[src/rtl/go_conditioner_if.sv]
// Signal bundle between a go_conditioner and its environment: raw request
// and controls in, debounced level, edge pulses and glitch statistics out.
interface go_conditioner_if #(
  parameter int CNT_W = 8
);
  logic             go_raw;
  logic             enable;
  logic             glitch_clr;
  logic             go;
  logic             go_rise;
  logic             go_fall;
  logic             busy;
  logic [CNT_W-1:0] glitch_cnt;

  modport master (
    output go_raw, enable, glitch_clr,
    input  go, go_rise, go_fall, busy, glitch_cnt
  );

  modport slave (
    input  go_raw, enable, glitch_clr,
    output go, go_rise, go_fall, busy, glitch_cnt
  );
endinterface

[src/rtl/go_conditioner.sv]
// Synchronises and debounces an asynchronous, bouncing go request into a clean
// level with single-cycle edge pulses and a saturating count of rejected changes.
module go_conditioner #(
  parameter int SYNC_STAGES     = 2,
  parameter int DEBOUNCE_CYCLES = 16,
  parameter int CNT_W           = 8
) (
  input  logic         clk,
  input  logic         rst,
  go_conditioner_if.slave bus
);

  localparam int              CW         = $clog2(DEBOUNCE_CYCLES + 1);
  localparam logic [CW-1:0]   CNT_ZERO   = CW'(32'd0);
  localparam logic [CW-1:0]   CNT_ONE    = CW'(32'd1);
  localparam logic [CW-1:0]   CNT_LAST   = CW'(DEBOUNCE_CYCLES - 1);
  localparam logic [CNT_W-1:0] GLITCH_MAX = {CNT_W{1'b1}};

  typedef enum logic [1:0] {
    LOW    = 2'd0,
    CHK_HI = 2'd1,
    HIGH   = 2'd2,
    CHK_LO = 2'd3
  } state_t;

  function automatic logic [CNT_W-1:0] sat_inc(input logic [CNT_W-1:0] v);
    return (v == GLITCH_MAX) ? v : v + CNT_W'(32'd1);
  endfunction

  logic [SYNC_STAGES-1:0] r_sync;
  state_t                 r_state;
  logic [CW-1:0]          r_cnt;
  logic                   r_go;
  logic                   r_go_rise;
  logic                   r_go_fall;
  logic [CNT_W-1:0]       r_glitch_cnt;
  logic                   w_sync_in;
  logic                   w_reject;

  assign w_sync_in = r_sync[SYNC_STAGES-1];

  // A candidate change is rejected when the input reverts while still enabled.
  assign w_reject = bus.enable &
                    (((r_state == CHK_HI) & ~w_sync_in) |
                     ((r_state == CHK_LO) &  w_sync_in));

  // Metastability synchroniser chain for the raw request.
  always_ff @(posedge clk or posedge rst) begin
    if (rst) begin
      r_sync <= '0;
    end else begin
      r_sync <= {r_sync[SYNC_STAGES-2:0], bus.go_raw};
    end
  end

  // Debounce FSM with registered level and edge-pulse outputs.
  always_ff @(posedge clk or posedge rst) begin
    if (rst) begin
      r_state   <= LOW;
      r_cnt     <= CNT_ZERO;
      r_go      <= 1'b0;
      r_go_rise <= 1'b0;
      r_go_fall <= 1'b0;
    end else begin
      r_go_rise <= 1'b0;
      r_go_fall <= 1'b0;
      case (r_state)
        LOW: begin
          if (bus.enable && w_sync_in) begin
            r_state <= CHK_HI;
            r_cnt   <= CNT_ONE;
          end else begin
            r_state <= LOW;
            r_cnt   <= CNT_ZERO;
          end
        end
        CHK_HI: begin
          if (!bus.enable || !w_sync_in) begin
            r_state <= LOW;
            r_cnt   <= CNT_ZERO;
          end else if (r_cnt == CNT_LAST) begin
            r_state   <= HIGH;
            r_cnt     <= CNT_ZERO;
            r_go      <= 1'b1;
            r_go_rise <= 1'b1;
          end else begin
            r_cnt <= r_cnt + CNT_ONE;
          end
        end
        HIGH: begin
          if (bus.enable && !w_sync_in) begin
            r_state <= CHK_LO;
            r_cnt   <= CNT_ONE;
          end else begin
            r_state <= HIGH;
            r_cnt   <= CNT_ZERO;
          end
        end
        CHK_LO: begin
          if (!bus.enable || w_sync_in) begin
            r_state <= HIGH;
            r_cnt   <= CNT_ZERO;
          end else if (r_cnt == CNT_LAST) begin
            r_state   <= LOW;
            r_cnt     <= CNT_ZERO;
            r_go      <= 1'b0;
            r_go_fall <= 1'b1;
          end else begin
            r_cnt <= r_cnt + CNT_ONE;
          end
        end
        default: begin
          r_state <= LOW;
          r_cnt   <= CNT_ZERO;
          r_go    <= 1'b0;
        end
      endcase
    end
  end

  // Saturating rejection counter; an explicit clear wins over an increment.
  always_ff @(posedge clk or posedge rst) begin
    if (rst) begin
      r_glitch_cnt <= '0;
    end else if (bus.glitch_clr) begin
      r_glitch_cnt <= '0;
    end else if (w_reject) begin
      r_glitch_cnt <= sat_inc(r_glitch_cnt);
    end else begin
      r_glitch_cnt <= r_glitch_cnt;
    end
  end

  assign bus.go         = r_go;
  assign bus.go_rise    = r_go_rise;
  assign bus.go_fall    = r_go_fall;
  assign bus.busy       = (r_state == CHK_HI) || (r_state == CHK_LO);
  assign bus.glitch_cnt = r_glitch_cnt;

endmodule

[src/flat_wrapper.sv]
// flat-port wrapper written by rule: the top's interface ports become plain ports
module go_conditioner_flat 
#(
  parameter int SYNC_STAGES     = 2,
  parameter int DEBOUNCE_CYCLES = 16,
  parameter int CNT_W           = 8
)
  (clk, rst, bus_go_raw, bus_enable, bus_glitch_clr, bus_go, bus_go_rise, bus_go_fall, bus_busy, bus_glitch_cnt);
  go_conditioner_if #(.CNT_W(CNT_W)) bus_i ();
  input  logic clk;
  input  logic rst;
  input wire logic [$bits(bus_i.go_raw)-1:0] bus_go_raw;
  input wire logic [$bits(bus_i.enable)-1:0] bus_enable;
  input wire logic [$bits(bus_i.glitch_clr)-1:0] bus_glitch_clr;
  output wire logic [$bits(bus_i.go)-1:0] bus_go;
  output wire logic [$bits(bus_i.go_rise)-1:0] bus_go_rise;
  output wire logic [$bits(bus_i.go_fall)-1:0] bus_go_fall;
  output wire logic [$bits(bus_i.busy)-1:0] bus_busy;
  output wire logic [$bits(bus_i.glitch_cnt)-1:0] bus_glitch_cnt;
  assign bus_i.go_raw = bus_go_raw;
  assign bus_i.enable = bus_enable;
  assign bus_i.glitch_clr = bus_glitch_clr;
  assign bus_go = bus_i.go;
  assign bus_go_rise = bus_i.go_rise;
  assign bus_go_fall = bus_i.go_fall;
  assign bus_busy = bus_i.busy;
  assign bus_glitch_cnt = bus_i.glitch_cnt;
  go_conditioner #(.SYNC_STAGES(SYNC_STAGES), .DEBOUNCE_CYCLES(DEBOUNCE_CYCLES), .CNT_W(CNT_W)) u_core (.clk(clk), .rst(rst), .bus(bus_i));
endmodule
[config.mk]
export PLATFORM = sky130hd
export DESIGN_NAME = go_conditioner_flat
export DESIGN_NICKNAME = d
export VERILOG_FILES = /design/src/rtl/go_conditioner_if.sv /design/src/rtl/go_conditioner.sv /design/src/flat_wrapper.sv
export SDC_FILE = /design/constraint.sdc
export NUM_CORES = 1
export LEC_CHECK = 0
export ABC_CLOCK_PERIOD_IN_PS = 2040
export CORE_MARGIN = 10
export CORE_UTILIZATION = 30
export DETAILED_ROUTE_END_ITERATION = 8
export PLACE_DENSITY = 0.48
export SLEW_MARGIN = 10
export SYNTH_ARGS = -nofsm -noshare
export SYNTH_HDL_FRONTEND = slang
export SYNTH_SLANG_ARGS = --single-unit
[constraint.sdc]
create_clock -name clk -period 2.04 [get_ports clk]
set_input_delay 0.408 -clock clk [delete_from_list [all_inputs] [get_ports clk]]
set_output_delay 0.408 -clock clk [all_outputs]
set_load 0.1 [all_outputs]
-- After elaboration in Yosys (flattened, before gate mapping)
Cells that the tools add are included.
- reductions and logical operators: 13
- add/sub/neg operators: 2
- equal/unequal tests: 12
- mux-type cells: 26
- bitwise logic cells: 5
- operator list (operator ; count):
    2-to-1 mux 8 bit ; 3
    one-hot mux 5 bit (4 select lines) ; 1
    2-to-1 mux 5 bit ; 3
    2-to-1 mux 1 bit ; 13
    != test 2 bit, second input constant ; 5
    adder 8 x 1 -> 8 bit, second input constant ; 1
    == test 8 bit, second input constant ; 1
    2-to-1 mux 2 bit ; 4
    one-hot mux 2 bit (4 select lines) ; 1
    != test 3 bit, second input constant ; 2
    adder 5 x 1 -> 5 bit, second input constant ; 1
    == test 5 x 4 -> 1 bit, second input constant ; 1
    AND reduction 5 bit ; 1
    == test 2 bit, second input constant ; 2
    AND reduction 2 bit ; 2
    nonzero test 2 bit ; 2
    bitwise AND 1 bit ; 3
    logical OR 1 bit ; 3
    == test 2 x 1 -> 1 bit, second input constant ; 1
    logical AND 1 bit ; 2
    logical NOT 1 bit ; 2
    logical NOT 2 bit ; 1
    one-hot mux 1 bit (2 select lines) ; 1
    NOT 1 bit ; 1
    OR 1 bit ; 1
- output and inout port bits: 12
- bits in registers: 20
- word-level logic and storage cells: 65
- bits of input ports: 5

-- Longest topological paths before layout
Gate-level depths: netlist of the first run.
- word-level depth: 6
- mapped depth: 6
- mapped depth without buffers: 5

-- Worst setup path before layout of the first run
OpenSTA, ideal clock, no wires.
- kind: reg2reg
- start: reg u_core.r_glitch_cnt[0], in the netlist u_core.bus.glitch_cnt[0]
- end: reg u_core.r_glitch_cnt[1], in the netlist u_core.bus.glitch_cnt[1]
- library setup time: 0.128 ns
- path buffers: 1
- arrival: 1.996 ns
- data required time: 1.912 ns
- period minus slack after synthesis: 2.125 ns
- path slack: -0.085 ns
- stages on the path, launching flop included: 7
- path through: dfrtp_1 ha_1 nand3_1 o211ai_2 buf_6 mux2i_1 nor2_1
- cells in the longest elaborated chain, start to end: 4
- elaborated cells on any way between the ends: 7
- those cells by class: add/sub (1); eq/ne (2); mux (3); reduce/logical (1)
- ends and longest elaborated chain (element ; RTL line ; source):
    start: declaration ; go_conditioner.sv:36 ; logic [CNT_W-1:0] r_glitch_cnt;
    start signal: assignment ; go_conditioner.sv:128 ; r_glitch_cnt <= sat_inc(r_glitch_cnt);
    start signal: assignment ; go_conditioner.sv:130 ; r_glitch_cnt <= r_glitch_cnt;
    adder 8 x 1 -> 8 bit ; go_conditioner.sv:27 ; return (v == GLITCH_MAX) ? v : v + CNT_W'(32'd1);
    2-to-1 mux 8 bit ; go_conditioner.sv:27 ;
    2-to-1 mux 8 bit ; go_conditioner.sv:127 ; end else if (w_reject) begin
    2-to-1 mux 8 bit ; go_conditioner.sv:125 ; end else if (bus.glitch_clr) begin
Several ways; a longest one is shown, not always the timed one. The select of a mux whose other input is x is not followed.
A chain may end at the register's enable or synchronous reset.

-- Final worst setup path of the first run
- start: reg u_core.r_glitch_cnt[0], in the netlist u_core.bus.glitch_cnt[0]
- end: reg u_core.r_glitch_cnt[5], in the netlist u_core.bus.glitch_cnt[5]
The elaborated chain is that of the path after synthesis.

==> metrics.txt, run 1 <==
status=complete, no violations; sequential share of the synthesized area=0.5533; Slew headroom=0.7594; mux cell area share after synthesis=0.02351; M1 WL=843 µm; Yosys top cell area share=0.5533; most area-consuming cells after synthesis=dfrtp_1 55%, a21oi_1 3.3%, nand3_1 3.3%; Power Density=607.2 nW/µm²; Max stage delay on crit path=0.50 ns; WL/cell=13.44 µm; initial antenna violation count=0; crit share post-route=0.8365; Sw Pwr=161.7 µW; Cell variety after synth=30; filler instances=288; post-synthesis compound-gate area fraction=0.09820; # IOs=17; Pint=528.9 µW; placed instance area=1101 µm²; post-CTS sizing=0; Clock Latency Late Sink=0.30 ns; postcts setup bufs=0; Util after Layout=0.4020; critical path endpoint=u_core.bus.glitch_cnt[5]; unrepaired setup endpoints after global routing=false; HPWL Detailed=1356 µm; # rows=19; Sink Count=20; TritonCTS clock tree=done; Reg-to-Reg Start=u_core.bus.glitch_cnt[0]; total congestion overflow=0; initial detailed-routing violation count=21; crit path time final=1.706 ns; final setup TNS=0 ns; P&R area growth vs syn=25.73%; number of stages on the worst setup path=5; crit path capture type=flip-flop; cell count after synthesis=84; design area=1137 µm²; post-route ant nets=0; Post-Synth XOR/XNOR Area=0.05671; Post-Synth Adder-Cell Area=0.02766; Die Ht=74.91 µm; Slew @ Worst Pin=0.3598 ns; Routed met3 length=106 µm; Max Freq=586.0 MHz; crit path launch=u_core.bus.glitch_cnt[0]; skew final=0.001673 ns; vias in the first global route=658; H-tree level count=1; depth of the most critical reg-to-reg path=5; r2r setup slk=0.33 ns; Register Area=504.2 µm²; vias after detailed routing=684; power share of the clock group=0.336; I/O Buffers=16; CP Max Fanout=10; Leak Pwr=0.5134 nW; ys flop type=dfrtp_1; largest family of logic cells by synthesized area=simple AND/OR/NAND/NOR gates; layout cells sized above 1=0.2667; Synth Area per Inst=10.77 µm²; Design Power=690.6 µW; CP top delay family=simple AND/OR/NAND/NOR gates; post-synthesis register bit count=20; crit path DAT=1.94 ns; top layer in use=met4; DRC=0; clock transition at the registers of the reported paths=0.11 ns; vias per cell=5.029; met2 WL=863 µm; Synth Area in Simple Gates=0.2033; DRT Pass-1 Iters=2; WP data required=2.27 ns; final slew viol count=0; syn nets=91; multi-input logic area=370.4 µm²; Hold Crit Class=flip-flop to flip-flop; proportion of power drawn by combinational gates=0.075; max cap viols=0; Seq pwr share=0.589; Max Root-Sink Buffers=2; die width=74.91 µm; Synth Cell Area=904.6 µm²; NumNets Final=113; Sw Share=0.2341; final hold violations=0; CP Launch Type=flip-flop; largest area contributor in the netlist=dfrtp_1; CP bufs+invs=0; hold-fix buffers at CTS=0; CTS Buf Count=3; Final setup viols=0; VDD IR max=0.2984 mV; async set-reset flop share out of synthesis=1.000; Core ar.=2829 µm²; warnings from Yosys=0; critical path class=flip-flop to flip-flop; EDFF count, synth=0; Final GP Congestion=0.7860; Clk Tree Root Cell=clkbuf_4; final WL=1828 µm; first-pass GRT wire length=2994 µm; largest net degree at the start of global routing=21; FF-to-FF End=u_core.bus.glitch_cnt[5]; Total GRT Usage=0.06952; crit path cell chain=ha_1 > nand3_1 > o211ai_2 > or4_1 > a21oi_1; ant diodes=0; slowest CP cell=or4_1; Die ar.=5612 µm²; Initial Util=0.3198
==> state kept, by name, indices dropped and copies added, names as in the netlist <==
| signal | count |
|---|---|
| u_core.bus.glitch_cnt | 8 |
| u_core.bus.go | 1 |
| u_core.bus.go_fall | 1 |
| u_core.bus.go_rise | 1 |
| u_core.r_cnt | 5 |
| u_core.r_state | 2 |
| u_core.r_sync | 2 |
==> cells in the final DEF, fill, tap and decap left out, drive strengths merged, types with 3 or more instances in the layout <==
| cell | count |
|---|---|
| dfrtp | 20 |
| buf | 16 |
| nand3 | 6 |
| a21oi | 6 |
| nor2 | 5 |
| o21ai | 5 |
| nand2 | 5 |
| inv | 4 |
| or3 | 4 |
| clkdlybuf4s50 | 4 |
| clkbuf | 4 |
| xor2 | 3 |
==> layout make-up <==
type,count,share of cell area
Inverter,4,0.01320
Tap cell,31,0.03410
Clock buffer,4,0.03190
Timing Repair Buffer,20,0.1518
Sequential cell,20,0.4433
Multi-Input combinational cell,57,0.3256
==> metal layers <==
metal  global-route usage  vias to the layer above
met4              0.01891                        0
met1              0.07757                      326
met5                    0                        -
met3              0.03022                        2
met2               0.1181                       16
li1                     -                      340
==> cell families (layout without fill, tap and decap cells) <==
kind of cell,Yosys count,after routing
AO/OA/AOI/OAI,15,15
XOR/XNOR,5,5
adder cells (fa/ha/maj),2,2
buffers and inverters,7,28
flip-flops,20,20
multiplexers,2,2
AND/OR/NAND/NOR,33,33
==> synthesized netlist by cell type (3+ instances only) <==
cell,number
o21ai_0,5
dfrtp_1,20
or3_1,4
nor2_1,5
nand2_1,5
a21oi_1,6
inv_1,4
xor2_1,3
nand3_1,6
==> how the worst min path moves through the flow <==
stage | from | end | cells past startpoint
after floorplan | u_core.r_sync[0] | u_core.r_sync[1] | 0
after global placement | u_core.r_sync[0] | u_core.r_sync[1] | 0
after detailed placement | u_core.r_sync[0] | u_core.r_sync[1] | 0
after CTS | u_core.r_sync[0] | u_core.r_sync[1] | 0
after global routing | u_core.r_sync[0] | u_core.r_sync[1] | 0
final | u_core.r_sync[0] | u_core.r_sync[1] | 0
==> through the flow <==
step	setup WS, ns	std cells	hold WS [ns]
final	0.3336	136	0.3613
after global routing	0.1895	136	0.3662
after CTS	0.3110	136	0.3648
after detailed placement	0.07367	132	0.3363
after global placement	0.09215	132	0.3368
after floorplan	0.002267	84	0.3312
==> power by group through the flow <==
stage / Clock, mW / Combinational [mW] / Sequential [mW]
2_1_floorplan: 0 / 0.0279 / 0.419
3_3_place_gp: 0 / 0.0531 / 0.414
3_5_place_dp: 0 / 0.0535 / 0.414
4_1_cts: 0.245 / 0.0536 / 0.407
5_1_grt: 0.260 / 0.0573 / 0.407
6_report: 0.232 / 0.0521 / 0.406
Note: power is estimated with default switching activity, not from simulation.
==> run 2: changes to the inputs <==
--- a/config.mk
+++ b/config.mk
@@ -5,11 +5,11 @@
 export SDC_FILE = /design/constraint.sdc
 export NUM_CORES = 1
 export LEC_CHECK = 0
-export ABC_CLOCK_PERIOD_IN_PS = 2040
+export ABC_CLOCK_PERIOD_IN_PS = 1500
 export CORE_MARGIN = 10
 export CORE_UTILIZATION = 30
 export DETAILED_ROUTE_END_ITERATION = 8
-export PLACE_DENSITY = 0.48
+export PLACE_DENSITY = 0.5
 export SLEW_MARGIN = 10
 export SYNTH_ARGS = -nofsm -noshare
 export SYNTH_HDL_FRONTEND = slang
==> constraint.sdc (replaced) <==
create_clock -name clk -period 1.5 [get_ports clk]
set_input_delay 0.3 -clock clk [delete_from_list [all_inputs] [get_ports clk]]
set_output_delay 0.3 -clock clk [all_outputs]
set_load 0.1 [all_outputs]
==> metrics.txt, run 2 (synthesis gave the netlist of run 1 again) <==
status=finished, violations left; failing checks=setup timing; GR Util met2=0.1438 (+0.02571); final hold violations=0 (unchanged); initial antenna violation count=0 (unchanged); Clk Tree Root Cell=clkbuf_4; Sink Count=20 (unchanged); critical path class=flip-flop to flip-flop; TritonCTS clock tree=done; vias after detailed routing=758 (+11%); Die ar.=5612 µm² (unchanged); met1 Track Usage GR=0.08762 (+0.01005); crit path capture type=flip-flop; max reg flops=8 (unchanged); hold-fix buffers at CTS=0 (unchanged); NumNets Final=131 (+16%); max cap viols=0 (unchanged); # IOs=17 (unchanged); Max Freq=648.7 MHz (+11%); die width=74.91 µm (unchanged); DRT Pass-1 Iters=2 (unchanged); CP Launch Type=flip-flop; Hold Slack=0.3088 ns (-0.05250 ns); crit share post-route=1.028 (+0.1912); Hold Crit Class=input port to asynchronous set/reset pin; commonest non-fill, non-tap cell in the layout=buf_4; # rows=19 (unchanged); most frequent cells in the layout=21 x buf_4, 12 x buf_12, 12 x dfrtp_1; crit path cell chain=ha_4 > nand3_4 > o211ai_4 > buf_6 > or3_4 > a21oi_2; unrepaired setup endpoints after global routing=true; Core ar.=2829 µm² (unchanged); final slew viol count=0 (unchanged); crit path DAT=1.77 ns (-0.17 ns); skew final=0.002771 ns (+0.001098 ns); I/O Buffers=16 (unchanged); CTS Buf Count=3 (unchanged); vias per cell=4.922 (-2.1%); WL/cell=13.32 µm (-0.87%); ant diodes=0 (unchanged); post-route ant nets=0 (unchanged); clock transition at the registers of the reported paths=0.11 ns (about the same); DRC=0 (unchanged); multi-input logic area=451.7 µm² (+22%); Slew headroom=0.7314 (-0.02802); Register Area=523.0 µm² (+3.7%); Clock Latency Late Sink=0.29 ns (about the same); Max Root-Sink Buffers=2 (unchanged); HPWL Detailed=1580 µm (+16%); Slew @ Worst Pin=0.4016 ns (+0.04183 ns); Total GRT Usage=0.08144 (+0.01192); CP Max Fanout=8 (-2); layout cells sized above 1=0.5203 (+0.2537); final WL=2052 µm (+12%); Power Density=632.5 nW/µm² (+4.2%); slowest CP cell=dfrtp_4; final setup TNS=-0.09841 ns (-0.09841 ns); CP top delay family=flip-flops; Setup WS post-layout=-0.04152 ns (-0.3751 ns); P&R area growth vs syn=67.36%; vias in the first global route=831 (+26%); Leak Pwr=0.6431 nW (+25%); CP bufs+invs=1 (+1); Die Ht=74.91 µm (unchanged); largest net degree at the start of global routing=21 (unchanged); Initial Util=0.3198 (unchanged); Final GP Congestion=0.6725 (-14%); busiest grt layer=met2; Final setup viols=4 (+4); Util after Layout=0.5352 (+0.1331); filler instances=255 (-11%); first-pass GRT wire length=3539 µm (+18%); crit path time final=1.542 ns (-0.1649 ns); initial detailed-routing violation count=40 (+90%); M3 GR Usage=0.02365 (-0.006570); total congestion overflow=0 (unchanged); VDD IR max=0.4183 mV (+40%); H-tree level count=1 (unchanged); Max stage delay on crit path=0.51 ns (about the same); WP data required=1.73 ns (-0.54 ns)
[run 2: changes by cell type in the layout (fill, tap and decap cells not counted), moves of 4 or more]
cell,previous run,this run
buf_4,15,21
dfrtp_4,0,5
a21oi_1,6,2
a21oi_2,0,4
buf_12,1,12
dfrtp_1,17,12
[run 2: timing repair]
action	in CTS	in global routing
setup endpoints to repair	9	9
gates resized for setup	7	8
pin swaps	7	3
endpoints found under the hold margin	0	0
buffers inserted	0	2
[run 2: per-stage QoR]
stage / cells / power [mW] / setup WS (ns) / cell area (µm²)
3_5_place_dp: 148 / 0.6544 / -0.3290 / 1395
3_3_place_gp: 148 / 0.6520 / -0.2988 / 1395
6_report: 154 / 0.9576 / -0.04152 / 1514
2_1_floorplan: 84 / 0.6100 / -0.1909 / 944.7
5_1_grt: 154 / 1.006 / -0.09061 / 1514
4_1_cts: 152 / 0.9754 / -0.03120 / 1464
[run 2: cell type report]
cell class                      instances  share of cell area
Sequential cell                        20              0.3455
Multi-Input combinational cell         57              0.2983
Timing Repair Buffer                   38              0.2967
Tap cell                               31             0.02562
Clock buffer                            4             0.02397
Inverter                                4            0.009917
[run 2: tightest hold or removal path, stage by stage]
cell             delay [ns]
clkdlybuf4s50_1        0.39
inv_1                  0.05
buf_4                  0.26
[run 2: final timing paths]
kind,startpoint,end,slack [ns],depth (start not counted)
max,u_core.bus.glitch_cnt[1],u_core.bus.glitch_cnt[3],-0.04,6
min,rst,u_core.bus.glitch_cnt[0],0.31,3
max reg2reg,u_core.bus.glitch_cnt[1],u_core.bus.glitch_cnt[3],-0.04,6
min reg2reg,u_core.r_sync[0],u_core.r_sync[1],0.39,0
max in group asynchronous,rst,u_core.bus.glitch_cnt[4],0.95,3
min in group clk,u_core.r_sync[0],u_core.r_sync[1],0.39,0
[run 2: power breakdown]
| part | total (mW) | switching, mW | leakage, nW | internal [mW] |
|---|---|---|---|---|
| Sequential | 0.551 | 0.00449 | 0.252 | 0.546 |
| Clock | 0.311 | 0.163 | 0.0210 | 0.148 |
| Combinational | 0.0955 | 0.0545 | 0.370 | 0.0410 |
[run 2: routing by layer]
metal / vias up / part of all wire
li1: 373 / -
met1: 372 / 0.40
met2: 11 / 0.53
met3: 2 / 0.058
met4: 0 / 0.0068
met5: - / 0
